==> config.mk <==
export PLATFORM = sky130hd
export DESIGN_NAME = street_demand_detect
export DESIGN_NICKNAME = d
export VERILOG_FILES = /design/src/rtl/street_demand_detect_pkg.sv /design/src/rtl/sensor_debounce.sv /design/src/rtl/street_demand_detect.sv
export SDC_FILE = /design/constraint.sdc
export NUM_CORES = 1
export LEC_CHECK = 0
export CELL_PAD_IN_SITES_DETAIL_PLACEMENT = 1
export CELL_PAD_IN_SITES_GLOBAL_PLACEMENT = 2
export CORE_ASPECT_RATIO = 0.8
export CORE_MARGIN = 4
export CORE_UTILIZATION = 39
export DETAILED_ROUTE_END_ITERATION = 12
export DONT_BUFFER_PORTS = 1
export PLACE_DENSITY_LB_ADDON = 0.1
export RECOVER_POWER = 25
export SETUP_SLACK_MARGIN = 0.05
export SLEW_MARGIN = 20
export SYNTH_ARGS = -nofsm -noshare
export SYNTH_HDL_FRONTEND = slang
export SYNTH_HIERARCHICAL = 1
export SYNTH_SLANG_ARGS = --single-unit
==> constraint.sdc <==
create_clock -name clk -period 3.4 [get_ports clk]
set_input_delay 0.51 -clock clk [delete_from_list [all_inputs] [get_ports clk]]
set_output_delay 0.51 -clock clk [all_outputs]
set_load 0.01 [all_outputs]
==> src/rtl/street_demand_detect_pkg.sv <==
// rtl/street_demand_detect_pkg.sv - shared traffic types: debounce state encoding and queue width
package street_demand_detect_pkg;

    localparam int QUEUE_W   = 4;
    localparam int DEB_CNT_W = 4;

    typedef enum logic [3:0] {
        LOW_STABLE  = 4'b0001,
        CHK_HIGH    = 4'b0010,
        HIGH_STABLE = 4'b0100,
        CHK_LOW     = 4'b1000
    } deb_state_t;

endpackage

==> src/rtl/sensor_debounce.sv <==
// rtl/sensor_debounce.sv - loop detector synchronizer and debounce FSM, emits one arrival pulse per accepted rising level
module sensor_debounce
    import street_demand_detect_pkg::*;
#(
    parameter int DEBOUNCE_CYC = 3
) (
    input  logic clk,
    input  logic rst_n,
    input  logic sensor_raw,
    output logic arrival
);

    localparam logic [DEB_CNT_W-1:0] DEB_LIMIT = DEB_CNT_W'(DEBOUNCE_CYC);
    localparam logic [DEB_CNT_W-1:0] CNT_ONE   = DEB_CNT_W'(1);

    logic                 sync_q1;
    logic                 sync_q2;
    deb_state_t           state;
    logic [DEB_CNT_W-1:0] cnt;
    logic [DEB_CNT_W-1:0] cnt_inc;

    always_ff @(posedge clk or negedge rst_n) begin
        if (!rst_n) begin
            sync_q1 <= 1'b0;
            sync_q2 <= 1'b0;
        end else begin
            sync_q1 <= sensor_raw;
            sync_q2 <= sync_q1;
        end
    end

    assign cnt_inc = cnt + CNT_ONE;

    // Combinational so the queue can count the arrival on the very edge the FSM accepts it.
    assign arrival = (state == CHK_HIGH) && sync_q2 && (cnt_inc == DEB_LIMIT);

    always_ff @(posedge clk or negedge rst_n) begin
        if (!rst_n) begin
            state <= LOW_STABLE;
            cnt   <= '0;
        end else begin
            unique case (state)
                LOW_STABLE: begin
                    if (sync_q2) begin
                        state <= CHK_HIGH;
                        cnt   <= '0;
                    end
                end
                CHK_HIGH: begin
                    if (!sync_q2)
                        state <= LOW_STABLE;
                    else if (cnt_inc == DEB_LIMIT)
                        state <= HIGH_STABLE;
                    else
                        cnt <= cnt_inc;
                end
                HIGH_STABLE: begin
                    if (!sync_q2) begin
                        state <= CHK_LOW;
                        cnt   <= '0;
                    end
                end
                CHK_LOW: begin
                    if (sync_q2)
                        state <= HIGH_STABLE;
                    else if (cnt_inc == DEB_LIMIT)
                        state <= LOW_STABLE;
                    else
                        cnt <= cnt_inc;
                end
                default: begin
                    state <= LOW_STABLE;
                    cnt   <= '0;
                end
            endcase
        end
    end

`ifdef FORMAL
    always_comb assert ($onehot(state));
`endif

endmodule

==> src/rtl/street_demand_detect.sv <==
// rtl/street_demand_detect.sv - per-street vehicle queue estimate, pedestrian latch and demand flag
module street_demand_detect
    import street_demand_detect_pkg::*;
#(
    parameter int DEBOUNCE_CYC = 3,
    parameter int WAIT_THRESH  = 1,
    parameter int MAX_QUEUE    = 15,
    parameter int DEPART_CYC   = 2
) (
    input  logic               clk,
    input  logic               rst_n,
    input  logic               sensor_raw,
    input  logic               ped_req,
    input  logic               green,
    output logic               waiting,
    output logic [QUEUE_W-1:0] queue_cnt,
    output logic               overflow
);

    localparam logic [QUEUE_W-1:0] MAX_Q     = QUEUE_W'(MAX_QUEUE);
    localparam logic [QUEUE_W-1:0] WAIT_LIM  = QUEUE_W'(WAIT_THRESH);
    localparam logic [QUEUE_W-1:0] DEP_LIMIT = QUEUE_W'(DEPART_CYC);
    localparam logic [QUEUE_W-1:0] ONE       = QUEUE_W'(1);

    logic               arrival;
    logic               departure;
    logic [QUEUE_W-1:0] dep_timer;
    logic [QUEUE_W-1:0] dep_next;
    logic [QUEUE_W-1:0] q_next;
    logic               ovf_set;
    logic               ped_req_q;
    logic               ped_pend;
    logic               ped_next;

    sensor_debounce #(
        .DEBOUNCE_CYC (DEBOUNCE_CYC)
    ) u_deb (
        .clk        (clk),
        .rst_n      (rst_n),
        .sensor_raw (sensor_raw),
        .arrival    (arrival)
    );

    always_comb begin
        dep_next  = (dep_timer >= DEP_LIMIT) ? ONE : dep_timer + ONE;
        departure = green && (dep_next == DEP_LIMIT);
    end

    // An arrival cancelling a departure leaves the count alone, even at the 0 and MAX_Q rails.
    always_comb begin
        q_next  = queue_cnt;
        ovf_set = 1'b0;
        if (arrival && !departure) begin
            if (queue_cnt == MAX_Q)
                ovf_set = 1'b1;
            else
                q_next = queue_cnt + ONE;
        end else if (departure && !arrival && queue_cnt != '0) begin
            q_next = queue_cnt - ONE;
        end
    end

    always_comb begin
        ped_next = 1'b0;
        if (!green)
            ped_next = ped_pend | (ped_req & ~ped_req_q);
    end

    always_ff @(posedge clk or negedge rst_n) begin
        if (!rst_n) begin
            dep_timer <= '0;
            queue_cnt <= '0;
            overflow  <= 1'b0;
            ped_req_q <= 1'b0;
            ped_pend  <= 1'b0;
            waiting   <= 1'b0;
        end else begin
            dep_timer <= green ? dep_next : '0;
            queue_cnt <= q_next;
            overflow  <= overflow | ovf_set;
            ped_req_q <= ped_req;
            ped_pend  <= ped_next;
            waiting   <= (q_next >= WAIT_LIM) | ped_next;
        end
    end

`ifdef FORMAL
    always_comb begin
        assert (queue_cnt <= MAX_Q);
        assert (waiting == ((queue_cnt >= WAIT_LIM) | ped_pend));
    end
`endif

endmodule

==> results.txt <==
At the pin with the least slew margin, the transition time is between 1000 and 1500 ps. Relative to the synthesized area, the layout overhead comes to 7.77%. The non-filler instance count after layout came out at between 150 and 200. The overflow left after global routing is 0. The post-synthesis instance area came out at roughly 0.0013 sq mm.

Entering global routing, the biggest net connects 22 pins. In this run, placement finished with an instance count of 167. The normalized max-slew margin came out at between 20% and 30%. In the synthesized netlist the dominant register cell turns out to be sky130_fd_sc_hd__dfrtp_1. The most critical setup path has its startpoint at u_deb/cnt[0]. The cell area power density is between 500 and 600 mW/mm^2. The post-synthesis average cell area is about 9.8 sq um. By area, the combinational part of the netlist is dominated by simple AND/OR/NAND/NOR gates. Buffers inserted to repair hold after CTS numbered 1. The run finished with clean final reports. The site row count came out at 18. The share of the cycle needed by the critical path after routing came out at about 90%. On the critical path, the stage with the largest delay is an instance of sky130_fd_sc_hd__nor2_1. The initial core utilization came out at 40.7%. The master cell of the clock root buffer is sky130_fd_sc_hd__clkbuf_8. The worst-case reg-to-reg path depth came out at 9.

The number of top-level pins came out at 11. The share of cells above drive strength 1 is 10.6%. The routed length on met2 is around 1.2 mm. After synthesis, the cell types taking the most area are sky130_fd_sc_hd__dfrtp_1, sky130_fd_sc_hd__ha_1, sky130_fd_sc_hd__a21oi_1, sky130_fd_sc_hd__nor2_1, sky130_fd_sc_hd__and3_1. CTS saw 22 sinks.

In this run the critical register-to-register path is launched from u_deb/cnt[0]. Dividing the detail-routed wire length by the instance count gives 16.5 um. Synthesis handed over a netlist of about 130 instances.

The total vias in the final route came out at 988. The share of cell area taken by muxes after synthesis came out at 0%. The destination of the worst register-to-register timing path is waiting. The highest clock frequency the design can meet is around 330 MHz. The area of the die is approximately 0.0042 sq mm.

The DRC violation count after routing is 0. The simple logic cell fraction of the synthesized area is around a quarter. The final layout contains between 100 and 150 nets. Before CTS, the worst setup slack after placement is roughly 330 ps.

The die boundary height came out at 58.8 um. Setup violations remaining at the end of the flow were counted as 0. The required time at the endpoint of the critical path is 3520 ps. The worst setup path is captured at a register.

Across the run, the number of max-cap violations was 0. In this run, synthesis produced a sequential element count of 22. The share of the synthesized netlist area taken by xor and xnor gates is under 10%. The time the final worst path needs with I/O delays and setup came out at slightly above 3000 ps. The count of final hold-check violations is 0. Summed over all layers, the routed wires come to ~2.8 mm. Yosys instantiated no cell more often than sky130_fd_sc_hd__dfrtp_1.

The met1 layer wirelength in the final routing is about 1.5 mm. The number of enable flip-flop cells after synthesis is 0. The part of the Yosys area used for sequential elements came out at a little over two fifths. Together, buffers and inverters on the worst path number 0.

In the synthesized netlist the async set-or-reset flop fraction comes to 100%. The longest individual stage delay on the worst path came out at between 600 and 700 ps. The area share of the leading cell type in the synthesized netlist came out at 41.8%. The net count after synthesis came out at 139. Routability-driven placement finished with a final weighted congestion of 0.791. The register-to-register setup slack is between 300 and 400 ps.

The detailed router finished its first iteration with 61 violations. The peak supply drop is around 410 uV. The quantity of I/O buffers inserted on ports came out at 0. The worst-path maximum fanout is 14. The total clock buffers created by CTS came out at 3. The number of global-route vias before repair came out at 1038. The min-delay analysis places its worst path in the category in2async.

The detailed router used layers up to and including met4. Walking the worst path, the cells encountered are ha_1 > nor4b_1 > a31oi_1 > nor2_1 > and4_1 > o21ai_1 > o22ai_1 > a21boi_0 > or4_1. Power comes to a little over 700 uW.

Setup repair after global routing left no endpoint under its margin. The post-CTS clock slew at the launch and capture registers of the worst setup and hold paths came out at 80 ps. The number of detailed-routing iterations run before antenna repair is 4.

The worst clock skew is approximately 9 ps. The maximum number of buffers from clock root to sink came out at 2. STA classifies the critical path startpoint as a register. The combined global-route utilization of all metal layers is around 15%. The critical path is of the reg2reg type. The family of cells with the greatest summed delay on the critical path is simple AND/OR/NAND/NOR gates.

The count of pins over their slew limit came to 0. Buffers added to address setup during post-CTS repair amount to 0. The post-detailed-placement half-perimeter wirelength is 2.15 mm. The number of nets with antenna violations after routing is 0. The adder-cell area share of the yosys netlist came out at about 6%.

By count the netlist is led by sky130_fd_sc_hd__dfrtp_1, sky130_fd_sc_hd__nor2_1, sky130_fd_sc_hd__inv_1, sky130_fd_sc_hd__nand2_1, sky130_fd_sc_hd__a21oi_1. The filler cells instantiated in the layout total ~360. The minimum setup slack in the final design came out at between 300 and 400 ps. For the final routed database, the setup TNS stands at 0 ps. Using the TritonRoute via totals, the vias-per-cell ratio works out to around 5.7.

In this run the number of H-tree levels came out at 1. STA puts the critical path data arrival time at between 3000 and 4000 ps. The number of gates resized after cts is 0. The complex-gate fraction of the synthesized area is between 15 and 20%.

For this design the static power due to leakage is between 0.0005 and 0.0006 uW. Hold is met by between 90 and 100 ps. The met3 routed wirelength is approximately 120 um. TritonCTS built the clock tree. The die extent in x came out at 71.5 um. 0 antenna diodes ended up in the layout. The Yosys step of the flow raised 6 warnings. The clock latency on the worst-skew pair is ~260 ps. The count of unique library cells instantiated by Yosys is between 40 and 50. Summed over all instances, the cell type with the most area after synthesis is sky130_fd_sc_hd__dfrtp_1. The initial antenna violation count came to 0. The placeable core region came out at 0.00309 sq mm. The first-pass GRT wire length came out at a little under 5 mm.
[final cells by class]
cell class | instances | area [sq um] | area share (%)
Clock buffer | 4 | 45.0 | 3.33
Timing Repair Buffer | 2 | 11.3 | 0.832
Tap cell | 40 | 50.0 | 3.70
Multi-Input combinational cell | 96 | 666 | 49.2
Inverter | 8 | 30.0 | 2.22
Sequential cell | 22 | 552 | 40.8
[per-stage QoR]
stage | utilization, % | instance area (sq um)
after floorplan | - | 1260
after global placement | 42.3 | 1310
after detailed placement | 42.3 | 1310
after CTS | 44.1 | 1360
after global routing | 43.9 | 1350
final | 43.9 | 1350
[cells by family after synthesis]
| logic type | after synthesis |
|---|---|
| adder cells (fa/ha/maj) | 6 |
| other | 1 |
| AO/OA/AOI/OAI | 34 |
| buffers and inverters | 10 |
| XOR/XNOR | 3 |
| flip-flops | 22 |
| AND/OR/NAND/NOR | 52 |
[where the power goes]
part	switching (uW)	internal (uW)	leakage [uW]	total, uW
Combinational	114	88.2	0.000287	202
Clock	75.3	83.3	0.0000228	159
Sequential	66.9	296	0.000273	362
[how the worst max path moves through the flow]
stage              end  slack, ps  cells past startpoint
2_1_floorplan  waiting        780                      7
3_3_place_gp   waiting        530                      9
3_5_place_dp   waiting        330                      9
4_1_cts        waiting        310                      9
5_1_grt        waiting         90                      9
6_report       waiting        330                      9
[placed cells by master (no fill, tap or decap), types with 2 or more instances in the layout]
cell                        n
sky130_fd_sc_hd__a21oi_1    7
sky130_fd_sc_hd__a31o_2     2
sky130_fd_sc_hd__a31oi_1    4
sky130_fd_sc_hd__a32o_1     2
sky130_fd_sc_hd__and3_1     5
sky130_fd_sc_hd__clkbuf_1   2
sky130_fd_sc_hd__clkbuf_8   3
sky130_fd_sc_hd__dfrtp_1   21
sky130_fd_sc_hd__ha_1       6
sky130_fd_sc_hd__inv_1      8
sky130_fd_sc_hd__nand2_1    8
sky130_fd_sc_hd__nand3_1    5
sky130_fd_sc_hd__nor2_1     9
sky130_fd_sc_hd__nor2b_1    3
sky130_fd_sc_hd__nor3_1     3
sky130_fd_sc_hd__nor4_1     2
sky130_fd_sc_hd__o211ai_1   4
sky130_fd_sc_hd__o21ai_0    2
sky130_fd_sc_hd__o22ai_1    3
sky130_fd_sc_hd__or3_1      2
sky130_fd_sc_hd__xnor2_1    3
[state kept, by name (all words and copies together), names as in the netlist]
signal / flops
u_deb/sync_q2: 1
u_deb/cnt: 4
ped_req_q: 1
dep_timer: 4
queue_cnt: 4
u_deb/state: 4
waiting: 1
ped_pend: 1
overflow: 1
u_deb/sync_q1: 1
[metal layers]
| layer | vias to the layer above | global-route usage, % |
|---|---|---|
| met2 | 12 | 22.6 |
| met4 | 0 | 3.22 |
| met3 | 2 | 5.12 |
| met5 | - | 0 |
| met1 | 485 | 21.3 |
| li1 | 489 | - |
Power figures use the tool's default switching activity.
